## src/rtl/mem_arbiter.sv

```systemverilog
// Two-master (IFU/LSU) to one memory port arbiter, round-robin, one
// transaction in flight, with an optional response timeout reported as err.
module mem_arbiter #(
    parameter int ADDR_W  = 32,
    parameter int DATA_W  = 32,
    parameter int MASK_W  = 4,
    parameter int TIMEOUT = 64
) (
    input  logic              clk,
    input  logic              rst,
    input  logic              ifu_req_valid,
    output logic              ifu_req_ready,
    input  logic [ADDR_W-1:0] ifu_req_addr,
    output logic              ifu_resp_valid,
    input  logic              ifu_resp_ready,
    output logic [DATA_W-1:0] ifu_resp_data,
    output logic              ifu_resp_err,
    input  logic              lsu_req_valid,
    output logic              lsu_req_ready,
    input  logic [ADDR_W-1:0] lsu_req_addr,
    input  logic              lsu_req_wen,
    input  logic [DATA_W-1:0] lsu_req_wdata,
    input  logic [MASK_W-1:0] lsu_req_wmask,
    output logic              lsu_resp_valid,
    input  logic              lsu_resp_ready,
    output logic [DATA_W-1:0] lsu_resp_rdata,
    output logic              lsu_resp_err,
    output logic              mem_req_valid,
    input  logic              mem_req_ready,
    output logic [ADDR_W-1:0] mem_req_addr,
    output logic              mem_req_wen,
    output logic [DATA_W-1:0] mem_req_wdata,
    output logic [MASK_W-1:0] mem_req_wmask,
    input  logic              mem_resp_valid,
    input  logic [DATA_W-1:0] mem_resp_rdata
);

    localparam int CW      = (TIMEOUT > 0) ? $clog2(TIMEOUT + 1) : 1;
    localparam int LIMIT_I = (TIMEOUT > 0) ? TIMEOUT - 1 : 0;
    localparam logic [CW-1:0] LIMIT = LIMIT_I[CW-1:0];

    typedef enum logic [1:0] {IDLE, REQ, WAIT, RESP} state_t;

    state_t            state, state_n;
    logic              owner;
    logic              last_grant;
    logic [ADDR_W-1:0] addr_q;
    logic              wen_q;
    logic [DATA_W-1:0] wdata_q;
    logic [MASK_W-1:0] wmask_q;
    logic [DATA_W-1:0] rdata_q;
    logic              err_q;
    logic [CW-1:0]     cnt_q;
    logic              grant_ifu, grant_lsu;
    logic              timed_out;

    // owner/last_grant encoding: 0 = IFU, 1 = LSU
    always_comb begin
        state_n        = state;
        grant_ifu      = 1'b0;
        grant_lsu      = 1'b0;
        timed_out      = 1'b0;
        ifu_req_ready  = 1'b0;
        lsu_req_ready  = 1'b0;
        mem_req_valid  = 1'b0;
        ifu_resp_valid = 1'b0;
        lsu_resp_valid = 1'b0;
        unique case (state)
            IDLE: begin
                grant_lsu     = lsu_req_valid & (~ifu_req_valid | ~last_grant);
                grant_ifu     = ifu_req_valid & ~grant_lsu;
                ifu_req_ready = grant_ifu;
                lsu_req_ready = grant_lsu;
                if (grant_ifu | grant_lsu) state_n = REQ;
            end
            REQ: begin
                mem_req_valid = 1'b1;
                if (mem_req_ready) state_n = WAIT;
            end
            WAIT: begin
                if (mem_resp_valid) begin
                    state_n = RESP;
                end else if (TIMEOUT != 0 && cnt_q == LIMIT) begin
                    timed_out = 1'b1;
                    state_n   = RESP;
                end
            end
            RESP: begin
                ifu_resp_valid = ~owner;
                lsu_resp_valid = owner;
                if (owner ? lsu_resp_ready : ifu_resp_ready) state_n = IDLE;
            end
            default: state_n = IDLE;
        endcase
    end

    always_ff @(posedge clk) begin
        if (!rst) begin
            state      <= IDLE;
            owner      <= 1'b0;
            last_grant <= 1'b0;
            addr_q     <= '0;
            wen_q      <= 1'b0;
            wdata_q    <= '0;
            wmask_q    <= '0;
            rdata_q    <= '0;
            err_q      <= 1'b0;
            cnt_q      <= '0;
        end else begin
            state <= state_n;
            if (grant_ifu | grant_lsu) begin
                owner      <= grant_lsu;
                last_grant <= grant_lsu;
                addr_q     <= grant_lsu ? lsu_req_addr : ifu_req_addr;
                wen_q      <= grant_lsu & lsu_req_wen;
                wdata_q    <= grant_lsu ? lsu_req_wdata : '0;
                wmask_q    <= (grant_lsu & lsu_req_wen) ? lsu_req_wmask : '0;
            end
            if (state == REQ && mem_req_ready) cnt_q <= '0;
            if (state == WAIT) begin
                if (mem_resp_valid) begin
                    rdata_q <= wen_q ? '0 : mem_resp_rdata;
                    err_q   <= 1'b0;
                end else if (timed_out) begin
                    rdata_q <= '0;
                    err_q   <= 1'b1;
                end else if (cnt_q != '1) begin
                    cnt_q <= cnt_q + 1'b1;
                end
            end
        end
    end

    assign mem_req_addr   = addr_q;
    assign mem_req_wen    = wen_q;
    assign mem_req_wdata  = wdata_q;
    assign mem_req_wmask  = wmask_q;
    assign ifu_resp_data  = rdata_q;
    assign lsu_resp_rdata = rdata_q;
    assign ifu_resp_err   = ifu_resp_valid & err_q;
    assign lsu_resp_err   = lsu_resp_valid & err_q;

endmodule
```

## config.mk

```make
export PLATFORM = sky130hd
export DESIGN_NAME = mem_arbiter
export DESIGN_NICKNAME = d
export VERILOG_FILES = /design/src/rtl/mem_arbiter.sv
export SDC_FILE = /design/constraint.sdc
export NUM_CORES = 1
export LEC_CHECK = 0
export BUFFER_PORTS_ARGS = -buffer_cell sky130_fd_sc_hd__buf_2
export CORE_AREA = 3 3 107 109
export DETAILED_ROUTE_END_ITERATION = 12
export DIE_AREA = 0 0 110 112
export PLACE_DENSITY = 0.81
export SLEW_MARGIN = 20
export SYNTH_ARGS = -nofsm -noshare
export SYNTH_HDL_FRONTEND = slang
export SYNTH_SLANG_ARGS = --single-unit
```

## constraint.sdc

```tcl
create_clock -name clk -period 3.65 [get_ports clk]
set_input_delay 0.365 -clock clk [delete_from_list [all_inputs] [get_ports clk]]
set_output_delay 0.365 -clock clk [all_outputs]
set_load 0.03 [all_outputs]
```

---- After elaboration in Yosys (flattened, before gate mapping) ----
Index checks and enable logic that the tools add are counted.
cells by class
  add/subtract/negate cells ............... 1
  $mul .................................... 0
  divide/modulo/power cells ............... 0
  $lt $le $gt $ge ......................... 0
  equal/unequal tests ..................... 9
  shift operators ......................... 0
  multiplexer cells ....................... 28
  bitwise gates (word level) .............. 11
  reduce and logical (&&, ||, !) cells .... 5
operators with widths
  operator             count
  $mux 32              5
  $mux 7               5
  $mux 1               11
  $mux 2               5
  $pmux 2 s4           1
  $add 7x1->7 const B  1
  $eq 7x6->1 const B   1
  $ne 7x7->1 const B   1
  $ne 2x2->1 const B   3
  $and 1x1->1          5
  $eq 2x2->1 const B   2
  $mux 4               1
  $reduce_and 4->1     1
  $ne 3x3->1 const B   1
  $not 1->1            3
  $or 1x1->1           3
  $eq 2x1->1 const B   1
  $logic_not 2->1      1
  $reduce_and 2->1     1
  $reduce_bool 2->1    1
  $logic_and 1x1->1    1
storage, ports and cells
  register bits ........................... 112
  bits in latches ......................... 0
  memory bits (writable) .................. 0
  memory bits (read-only) ................. 0
  input port bits ......................... 141
  output and inout bits ................... 140
  logic and storage cells ................. 63
  memories kept ........................... 0

---- Logic depth before layout (Yosys ltp) ----
  depth after elaboration ................. 8
  gate-level depth with buffers ........... 7
  mapped depth without buffers ............ 6

---- Least setup slack after synthesis ----
No wires, ideal clock.
  path kind ............................... reg-to-output
  start point ............................. register state[1]
  end point ............................... output port ifu_resp_err
  data arrival time ....................... 1426 ps
  required time ........................... 3285 ps
  slack ................................... 1859 ps
  stages on the path, launching flop included .. 4
  buffers on the path ..................... 0
  cell sequence ........................... dfxtp_1 > ha_1 > nor2b_1 > and2_1
on the way
  cells in the longest elaborated chain, start to end .. 3
RTL lines
  element                   RTL line  RTL
  start: declaration        44        state_t state, state_n;
  start signal: assignment  110       state <= state_n;
  $eq 2x2->1                68        unique case (state)
  $mux 1                    68
  net ifu_resp_valid        14        output logic ifu_resp_valid,
  $and 1x1->1               140       assign ifu_resp_err = ifu_resp_valid & err_q;
  end: declaration          17        output logic ifu_resp_err,
The timed path passes the listed nets, and every way through them passes these cells.

---- Final worst setup path ----
  start point ............................. register last_grant
  end point ............................... output port lsu_req_ready
on the way
  cells in the longest elaborated chain, start to end .. 4
RTL lines
  element                   RTL line  RTL
  start: declaration        46        logic last_grant;
  start signal: assignment  113       last_grant <= grant_lsu;
  $not 1->1                 --
  $or 1x1->1                70        grant_lsu = lsu_req_valid & (~ifu_req_valid | ~last_grant);
  $and 1x1->1               70
  $mux 1                    68
  end: declaration          19        output logic lsu_req_ready,
Every way passes these cells.

==> run_results.csv <==
group,metric,value,unit
run_status,status,"complete, no violations",
sta,setup_ws,1257,ps
pwr,p_sw_share,41.66,%
sta,finalHoldViolCount,0,
cts,ctsResizeCount,0,
synth,syn-num-nets,667,
synth,yosys_most_used_dff,"dfxtp_1",
global_route,met2_usage,34.14,%
cts,cts_setup_buffers,0,
synth,synth.distinct_cells,42,
setup_path,regToRegSetupSlack,1460,ps
synth,synth_edf_count,0,
flow_run,cap_violations,0,
route,postRouteAntennaNets,0,
final_layout,drive_gt1_share,41.97,%
pwr,comb_power_share,39.4,%
setup_path,worstPathArrival,2030,ps
sta,whs,229.9,ps
cts,numCtsBuffers,9,
setup_path,crit_start,"last_grant",
route,vias_per_cell,5.026,
global_route,grt-ovfl-total,0,
pwr,p_seq_share,40.2,%
place,portBuffers,280,
route,drtIter0Drc,335,
route,totalWireLength,13520,microns
cts,cts_hold_buffers,0,
sta,tightest_slew,753.0,ps
sta,fin_crit,2393,ps
synth,synth-seq-area-share,47.84,%
pwr,pwr-share-clk,20.4,%
setup_path,crit_type,"flip-flop to primary output",
cts,h-tree-depth,3,
place,dp_slack,1334,ps
setup_path,worstSetupEndpoint,"lsu_req_ready",
synth,yosys-top-cells-area,"dfxtp_1, nand2_1, mux2i_1",
route,drc,0,
floorplanning,die_x,110,microns
sta,finalMaxSlewViolations,0,
pwr,intPower,2.249,mW
place,detailed_place_hpwl,10140,microns
final_layout,antennaDiodeCount,0,
pwr,switching_power,1.606,mW
setup_path,r2r_cells,5,
pwr,power,3.854,mW
synth,yosys.area.top_type,"dfxtp_1",
synth,ys_seq_elements,112,
route,dr.pass1.iters,6,
final_layout,layout.nets,894,
cts,clk_latency,370,ps
floorplanning,num_rows,38,
synth,yosysTopAreaCellShare,47.84,%
sta,fmax,0.4179,GHz
global_route,antenna_found_initial,0,
floorplanning,core_area,0.01070,sq mm
setup_path,crit_path_end_kind,"primary output",
cts,cts_tree,"built",
global_route,grt_max_degree,55,
setup_path,cp-start-kind,"flip-flop",
sta,slew_headroom,49.61,%
place,gp_congestion,0.8651,
synth,postSynthAreaPerCell,8.996,sq um
sta,fin_setup_tns,0,ps
synth,yosys_warnings,0,
synth,syn_inst,521,
synth,async_flop_share,0,%
global_route,grt_pass1_wl,20840,microns
sta,fin_worst_skew,18.99,ps
pwr,p_leak,3.129,nW
global_route,grt_use_met1,27.81,%
floorplanning,start_util,43.81,%
sta,finalSetupViolations,0,
route,dr_total_vias,4488,
cts,clk_pin_slew,120,ps
global_route,grt.met3_usage,5.043,%
sta,rsz0062_at_grt,"no",
global_route,grt_use_total,21.13,%
pwr,pwr_density_cell,629.4,mW/mm^2
floorplanning,die_h,112,microns
pwr,peakVddDrop,347.8,uV
min_path,whs_path_depth,3,
setup_path,timing.rr.end,"mem_req_addr[5]",
global_route,top_usage_layer,"met2",
cts,cts_max_path_buffers,2,
setup_path,required,3280,ps
sta,fin_crit_sh,65.57,%
floorplanning,die_area,0.01232,sq mm
global_route,first_global_vias,4163,
min_path,hp-class,"input pin to flip-flop",
final_layout,syn2layout_area_growth,30.65,%
setup_path,cp_max_fo,39,
floorplanning,io_pins,281,
synth,syn_area,0.004687,sq mm
final_layout,fill_cells,998,
route,wl_per_cell,15.14,microns
setup_path,r2r-start,"last_grant",
cts,cts.sinks,112,
cts,root_buffer,"clkbuf_8",
final cells by class:
class                      instances  area (sq um)  share of cell area, %
multi-input combinational        334          2018                  32.96
timing repair buffer             287          1454                  23.74
sequential                       112          2242                  36.62
inverter                           4         15.01                 0.2452
clock buffer                      10         137.6                  2.248
clock inverter                     6         81.33                  1.328
tap                              140         175.2                  2.861
power groups by stage:
| stage | Sequential [mW] | Combinational (mW) | Clock (mW) |
|---|---|---|---|
| final | 1.55 | 1.52 | 0.786 |
| after global routing | 1.57 | 1.64 | 0.857 |
| after CTS | 1.55 | 1.53 | 0.810 |
| after floorplan | 1.95 | 0.726 | 0 |
| after global placement | 1.57 | 1.51 | 0 |
| after detailed placement | 1.57 | 1.52 | 0 |
kinds of logic (layout without fill, tap and decap cells):
kind of cell | Yosys count | in the layout | synth area share [%]
compound gates | 125 | 125 | 18.69
flops | 112 | 112 | 47.84
buf+inv | 75 | 307 | 9.610
xor+xnor | 1 | 1 | 0.1869
fa+ha+maj | 5 | 5 | 1.335
simple gates | 170 | 170 | 15.30
mux | 33 | 33 | 7.048
stage by stage:
step	area, sq um	utilization, %	instances
floorplan	4687	-	521
global placement	5904	55.19	877
detailed placement	5904	55.19	877
CTS	6123	57.24	893
global route	6123	57.24	893
finish	6123	57.24	893
per-layer routing:
layer	vias up	wire, microns
li1	2242	-
met4	0	258
met5	-	0
met3	18	914
met1	2065	5675
met2	163	6669
Yosys cell counts (2+ instances only):
cell and instances:
a21oi_1 40, a22oi_1 33, a31oi_1 2, a32oi_1 4
and2_1 2, and3_1 3, buf_2 6, buf_4 37
buf_6 3, clkbuf_1 24, dfxtp_1 112, ha_1 5
inv_1 3, mux2i_1 33, nand2_1 105, nand2b_1 3
nand3_1 3, nor2_1 43, o211ai_1 2, o21ai_0 3
o21ai_2 2, o221ai_1 32, or3b_2 2
flip-flops by register name, summed over array words and instances, names as in the netlist:
register,cells
last_grant,1
err_q,1
mem_req_wmask,4
state,2
cnt_q,7
mem_req_addr,32
mem_req_wen,1
ifu_resp_data,32
mem_req_wdata,32
worst max-delay path: stages (launching register included):
cell and delay [ps]:
dfxtp_1 390, a21bo_2 450, nor2_8 510, buf_2 290
how the worst min path moves through the flow:
stage / to / start
floorplan: cnt_q[6] / cnt_q[6]
global placement: mem_req_addr[11] / mem_req_addr[11]
detailed placement: mem_req_addr[1] / mem_req_addr[1]
CTS: ifu_resp_data[30] / mem_resp_rdata[30]
global route: ifu_resp_data[22] / mem_resp_rdata[22]
finish: ifu_resp_data[22] / mem_resp_rdata[22]
layout by cell type, fill, tap and decap left out, drive strengths merged:
master,count
a211oi,1
a21bo,1
a21o,1
a21oi,40
a22oi,33
a31oi,2
a32oi,4
and2,2
and2b,1
and3,3
buf,287
bufinv,1
clkbuf,10
clkinv,2
dfxtp,112
ha,5
inv,7
mux2i,33
nand2,105
nand2b,3
nand3,4
nand3b,1
nand4,1
nor2,44
nor2b,1
nor3,2
o211ai,2
o21a,1
o21ai,6
o21bai,1
o221ai,32
o31ai,1
or3,1
or3b,2
xnor2,1
No activity file was read; power rests on OpenSTA's default activity.
